File: config.mk
export PLATFORM = sky130hd
export DESIGN_NAME = div_128
export DESIGN_NICKNAME = d
export VERILOG_FILES = /design/src/rtl/div_128.sv
export SDC_FILE = /design/constraint.sdc
export NUM_CORES = 1
export LEC_CHECK = 0
export CAP_MARGIN = 40
export CORE_AREA = 2 2 199 152
export DETAILED_ROUTE_END_ITERATION = 10
export DIE_AREA = 0 0 201 154
export GPL_TIMING_DRIVEN = 1
export PLACE_DENSITY = 0.92
export SYNTH_ARGS = -nofsm -noshare
export SYNTH_HDL_FRONTEND = slang
export SYNTH_SLANG_ARGS = --single-unit
File: constraint.sdc
create_clock -name clk -period 4.59 [get_ports clk]
set_input_delay 0.918 -clock clk [delete_from_list [all_inputs] [get_ports clk]]
set_output_delay 0.918 -clock clk [all_outputs]
set_load 0.01 [all_outputs]
File: src/rtl/div_128.sv
// 128/64 unsigned restoring divider with AXI-stream style handshakes.
// One quotient bit per cycle; fixed 128-cycle latency, divide-by-zero short-circuits to DONE.
module div_128 (
  input  logic         clk,
  input  logic         rst,
  input  logic [127:0] input_a_tdata,
  input  logic         input_a_tvalid,
  output logic         input_a_tready,
  input  logic [63:0]  input_b_tdata,
  input  logic         input_b_tvalid,
  output logic         input_b_tready,
  output logic [127:0] output_tdata,
  output logic [63:0]  output_rem,
  output logic         output_dbz,
  output logic         output_tvalid,
  input  logic         output_tready
);

  typedef enum logic [1:0] {
    IDLE = 2'd0,
    CALC = 2'd1,
    DONE = 2'd2
  } state_t;

  state_t       state;
  state_t       state_nxt;

  logic [127:0] q;
  // The partial remainder is always below the divisor, so 64 bits hold it;
  // only the shifted trial value needs the extra bit.
  logic [63:0]  r;
  logic [63:0]  divisor;
  logic [6:0]   cnt;
  logic         dbz;

  logic         accept;
  logic         div_zero;
  logic [64:0]  trial;
  logic [63:0]  diff;
  logic         qbit;

  assign accept   = (state == IDLE) && input_a_tvalid && input_b_tvalid;
  assign div_zero = (input_b_tdata == 64'd0);

  // One restoring step: shift in the next dividend bit, subtract if it fits.
  // When the subtraction succeeds the true difference is below 2^64, so the
  // low 64 bits of the trial are enough to form it.
  always_comb begin
    trial = {r, q[127]};
    qbit  = (trial >= {1'b0, divisor});
    diff  = trial[63:0] - divisor;
  end

  // NOTE: every variable assigned in a combinational block gets a default
  // first, otherwise unassigned paths infer latches.
  always_comb begin
    state_nxt = state;
    case (state)
      IDLE: if (accept) state_nxt = div_zero ? DONE : CALC;
      CALC: if (cnt == 7'd127) state_nxt = DONE;
      DONE: if (output_tready) state_nxt = IDLE;
      default: state_nxt = IDLE;
    endcase
  end

  // NOTE: sequential state uses non-blocking assignments so every register
  // samples pre-edge values regardless of statement order.
  always_ff @(posedge clk) begin
    if (!rst) state <= IDLE;
    else      state <= state_nxt;
  end

  always_ff @(posedge clk) begin
    if (!rst) begin
      q       <= '0;
      r       <= '0;
      divisor <= '0;
      cnt     <= '0;
      dbz     <= 1'b0;
    end else begin
      case (state)
        IDLE: begin
          if (accept) begin
            divisor <= input_b_tdata;
            cnt     <= '0;
            if (div_zero) begin
              q   <= '1;
              r   <= input_a_tdata[63:0];
              dbz <= 1'b1;
            end else begin
              q   <= input_a_tdata;
              r   <= '0;
              dbz <= 1'b0;
            end
          end
        end
        CALC: begin
          r   <= qbit ? diff : trial[63:0];
          q   <= {q[126:0], qbit};
          cnt <= cnt + 7'd1;
        end
        default: ;
      endcase
    end
  end

  // Ready is masked by reset so nothing can be accepted while rst is low.
  assign input_a_tready = (state == IDLE) && rst;
  assign input_b_tready = (state == IDLE) && rst;

  assign output_tvalid  = (state == DONE);
  assign output_tdata   = q;
  assign output_rem     = r;
  assign output_dbz     = dbz;

endmodule

==> run metrics <==
worst path cell trace inv_1 -> ha_1 -> fa_1 -> nand2b_1 -> a21oi_1 -> a31oi_2 -> o31a_1 -> o211ai_1 -> a21oi_1 -> o31ai_1 -> xor2_1 -> nand2_1 -> a311oi_1; via/cell ratio 6.48; fraction of the mapped netlist area in compound gates 31.1%; number of maximum-capacitance constraint violations 0; largest family of logic cells by synthesized area compound AO/OA/AOI/OAI gates; data arrival time at the worst-slack endpoint 4410 ps; Die Footprint 31000 sq um; Critical Path Max Stage Delay 440 ps; horizontal die dimension 201 um; # placed instances 2698; root buffer cell sky130_fd_sc_hd__clkbuf_16; Iter 0 DRT Violations 2402; final clock period utilization by the worst path 85.8%; share of Yosys cell area claimed by the top area cell type 34.4%; half-perimeter wire length after detailed placement 44900 um; startpoint-to-endpoint class of the critical path reg2reg; count of cells along the worst hold path 2; initial cell density of the core 53.7%; Crit Reg-Reg Endpoint output_rem[32]; Mapped Nets 2315; beginning of the critical path output_tdata[127]; DRT Pass-1 Iters 7; worst reg2reg startpoint output_tdata[127]; first-pass GRT wire length 95000 um; capturing element type of the critical path register; CTS max path bufs 3; final hold violation count 0; unrepaired setup endpoints after global routing no; met3 layer wire length in the routed design 7160 um; Worst-path clk slew 70 ps; upper clock frequency limit 254 MHz; TritonCTS clock tree done; GR Util All Layers 38.1%; total congestion overflow 0; cell seen most often among critical-path stages sky130_fd_sc_hd__a21oi_1; input/output buffers 392; leakage power figure 7.57 nW; post-route ant nets 0; reg2reg path depth 13; Slew Limit Fails 0; count of H-tree levels built during CTS 1; worst supply voltage drop on vdd 280 uV; layout cells sized above 1 4.41%; reg-to-reg setup timing slack 650 ps; filler cell count in the final layout 2265; synthesized instance count 2052; actual transition at the worst max-transition pin 924 ps; Avg Synthesized Cell Area 7.55 sq um; most used flip-flop cell after synthesis sky130_fd_sc_hd__dfxtp_1; area share of xor/xnor cells in the synthesized design 3.11%; required arrival time at the worst endpoint 5060 ps; final setup violation count 0; Total Nets Final 2599; Met2 Routed Length 27300 um; cell taking the most area after synthesis sky130_fd_sc_hd__dfxtp_1; Synth Area in Simple Gates 17.9%; sequential cell area fraction in the yosys report 34.4%; Total Wirelength 61800 um; outcome finished, final reports clean; core region area 28900 sq um; setup tns final 0 ps; Post-synth EDFFs 0; critical path launch point type register; postcts setup bufs 0; pin count of the biggest net entering global routing 131; antenna violations before repair 1; class of the worst hold path reg2reg; top cells by area, synth sky130_fd_sc_hd__dfxtp_1, sky130_fd_sc_hd__nand2_1, sky130_fd_sc_hd__a21oi_1; via count of the first global-routing pass 16500; flop and latch count out of synthesis 266; max layer used met5; Layout area overhead 32.5%; Boundary Pins 393; crit-path max FO 7; die span in y 154 um; wire length per cell after detailed routing 22.5 um; async set-or-reset flop fraction in the synthesized netlist 0%; routed length on met1 24400 um; clock latency on the worst-skew pair 570 ps; normalized max-slew margin 38.3%; Worst setup endpoint output_rem[32]; setup skew after layout 15.9 ps; most frequently used cell type in the post-synthesis netlist sky130_fd_sc_hd__nand2_1; Bufs and invs on worst path 1; total inserted antenna cells 0; number of buffers inserted for hold repair after clock tree synthesis 0; number of warnings reported in the yosys synthesis log 0; fin crit period 3940 ps; unique cell type count in the Yosys netlist 76; total number of cells along the worst setup path 13; clk sinks 266; number of standard cells in the final layout excluding fillers 2750; gate family responsible for the most delay along the worst path compound AO/OA/AOI/OAI gates; Resized cells post-CTS 0; Synth top cells by count sky130_fd_sc_hd__nand2_1, sky130_fd_sc_hd__dfxtp_1, sky130_fd_sc_hd__a21oi_1; cell with the largest stage delay on the worst path sky130_fd_sc_hd__o211ai_1; Cell Area, Synth 15500 sq um; via count 17800; Min Hold Slack 457 ps; mux cell area share after synthesis 1.49%; last weighted congestion value of the routability-driven placer 1.01; Inserted Clock Buffers 28; number of placement rows 54; arithmetic-cell share of the synthesized area counting full adders, half adders and majority gates 5.38%; total DRC errors in the routed layout 0; power density of the placed cells 395 nW/um^2
==> worst min-delay path: cells and delay by family (launching register included) <==
kind             cells  cell delay [ps]
AO/OA/AOI/OAI        1               50
flip-flops           1              310
AND/OR/NAND/NOR      1               50
==> registers in the layout, indices dropped and copies added (netlist names) <==
register      flops
output_tdata    128
divisor          64
state             2
output_rem       64
output_dbz        1
cnt               7
==> where the power goes <==
part           internal [mW]  leakage (nW)  switching [mW]  total, mW
Combinational           1.30          4.94            1.87       3.18
Sequential              2.46          2.17           0.164       2.62
Clock                   1.28         0.460            1.02       2.30
Total                   5.04          7.57            3.06       8.10
==> cell families after synthesis <==
| family | count (synthesis) |
|---|---|
| muxes | 23 |
| and+or+nand+nor | 627 |
| xor gates and xnor gates | 55 |
| adders and majority gates | 66 |
| AOI/OAI and AO/OA | 757 |
| buffers and inverters | 258 |
| DFF | 266 |
==> worst min-delay path by stage <==
stage | slack (ps) | to | start
floorplan | 440 | cnt[3] | cnt[3]
global placement | 450 | output_dbz | output_dbz
detailed placement | 450 | divisor[20] | divisor[20]
CTS | 450 | divisor[20] | divisor[20]
global route | 480 | divisor[24] | divisor[24]
finish | 460 | divisor[20] | divisor[20]
==> final cells by class <==
class / instances / area, sq um / area share [%]
clock inverter: 15 / 118 / 0.573
inverter: 86 / 328 / 1.60
timing repair buffer: 426 / 4270 / 20.8
clock buffer: 37 / 796 / 3.88
tap: 392 / 490 / 2.39
multi-input combinational: 1528 / 9190 / 44.8
sequential: 266 / 5330 / 26.0
==> cell usage in the layout (no fill, tap or decap), types with 20 or more instances in the layout <==
cell / count
sky130_fd_sc_hd__a21o_1: 30
sky130_fd_sc_hd__a21oi_1: 237
sky130_fd_sc_hd__a221oi_1: 27
sky130_fd_sc_hd__a22oi_1: 128
sky130_fd_sc_hd__a31oi_1: 164
sky130_fd_sc_hd__and3_1: 20
sky130_fd_sc_hd__buf_4: 27
sky130_fd_sc_hd__clkbuf_16: 29
sky130_fd_sc_hd__clkdlybuf4s50_1: 392
sky130_fd_sc_hd__dfxtp_1: 266
sky130_fd_sc_hd__ha_1: 65
sky130_fd_sc_hd__inv_1: 83
sky130_fd_sc_hd__mux2i_1: 23
sky130_fd_sc_hd__nand2_1: 346
sky130_fd_sc_hd__nand3_1: 82
sky130_fd_sc_hd__nand4_1: 30
sky130_fd_sc_hd__nor2_1: 69
sky130_fd_sc_hd__nor4_1: 20
sky130_fd_sc_hd__o21ai_0: 70
sky130_fd_sc_hd__xnor2_1: 32
sky130_fd_sc_hd__xor2_1: 23
==> metrics by stage <==
| step | setup WS [ps] | cell area (sq um) | utilization, % | power [mW] |
|---|---|---|---|---|
| final | 653 | 20500 | 71.1 | 8.10 |
| after global routing | 492 | 20500 | 71.1 | 8.43 |
| after CTS | 715 | 20500 | 71.1 | 8.01 |
| after detailed placement | 475 | 19600 | 67.9 | 5.72 |
| after global placement | 476 | 19500 | 67.7 | 5.70 |
| after floorplan | 1440 | 15500 | - | 4.64 |
==> per-layer routing <==
layer	vias to the layer above	global-route usage, %
met5	-	0
met4	2	15.6
met3	188	8.20
met2	1193	60.6
met1	8358	50.2
li1	8089	-
Note: power is estimated with default switching activity, not from simulation.
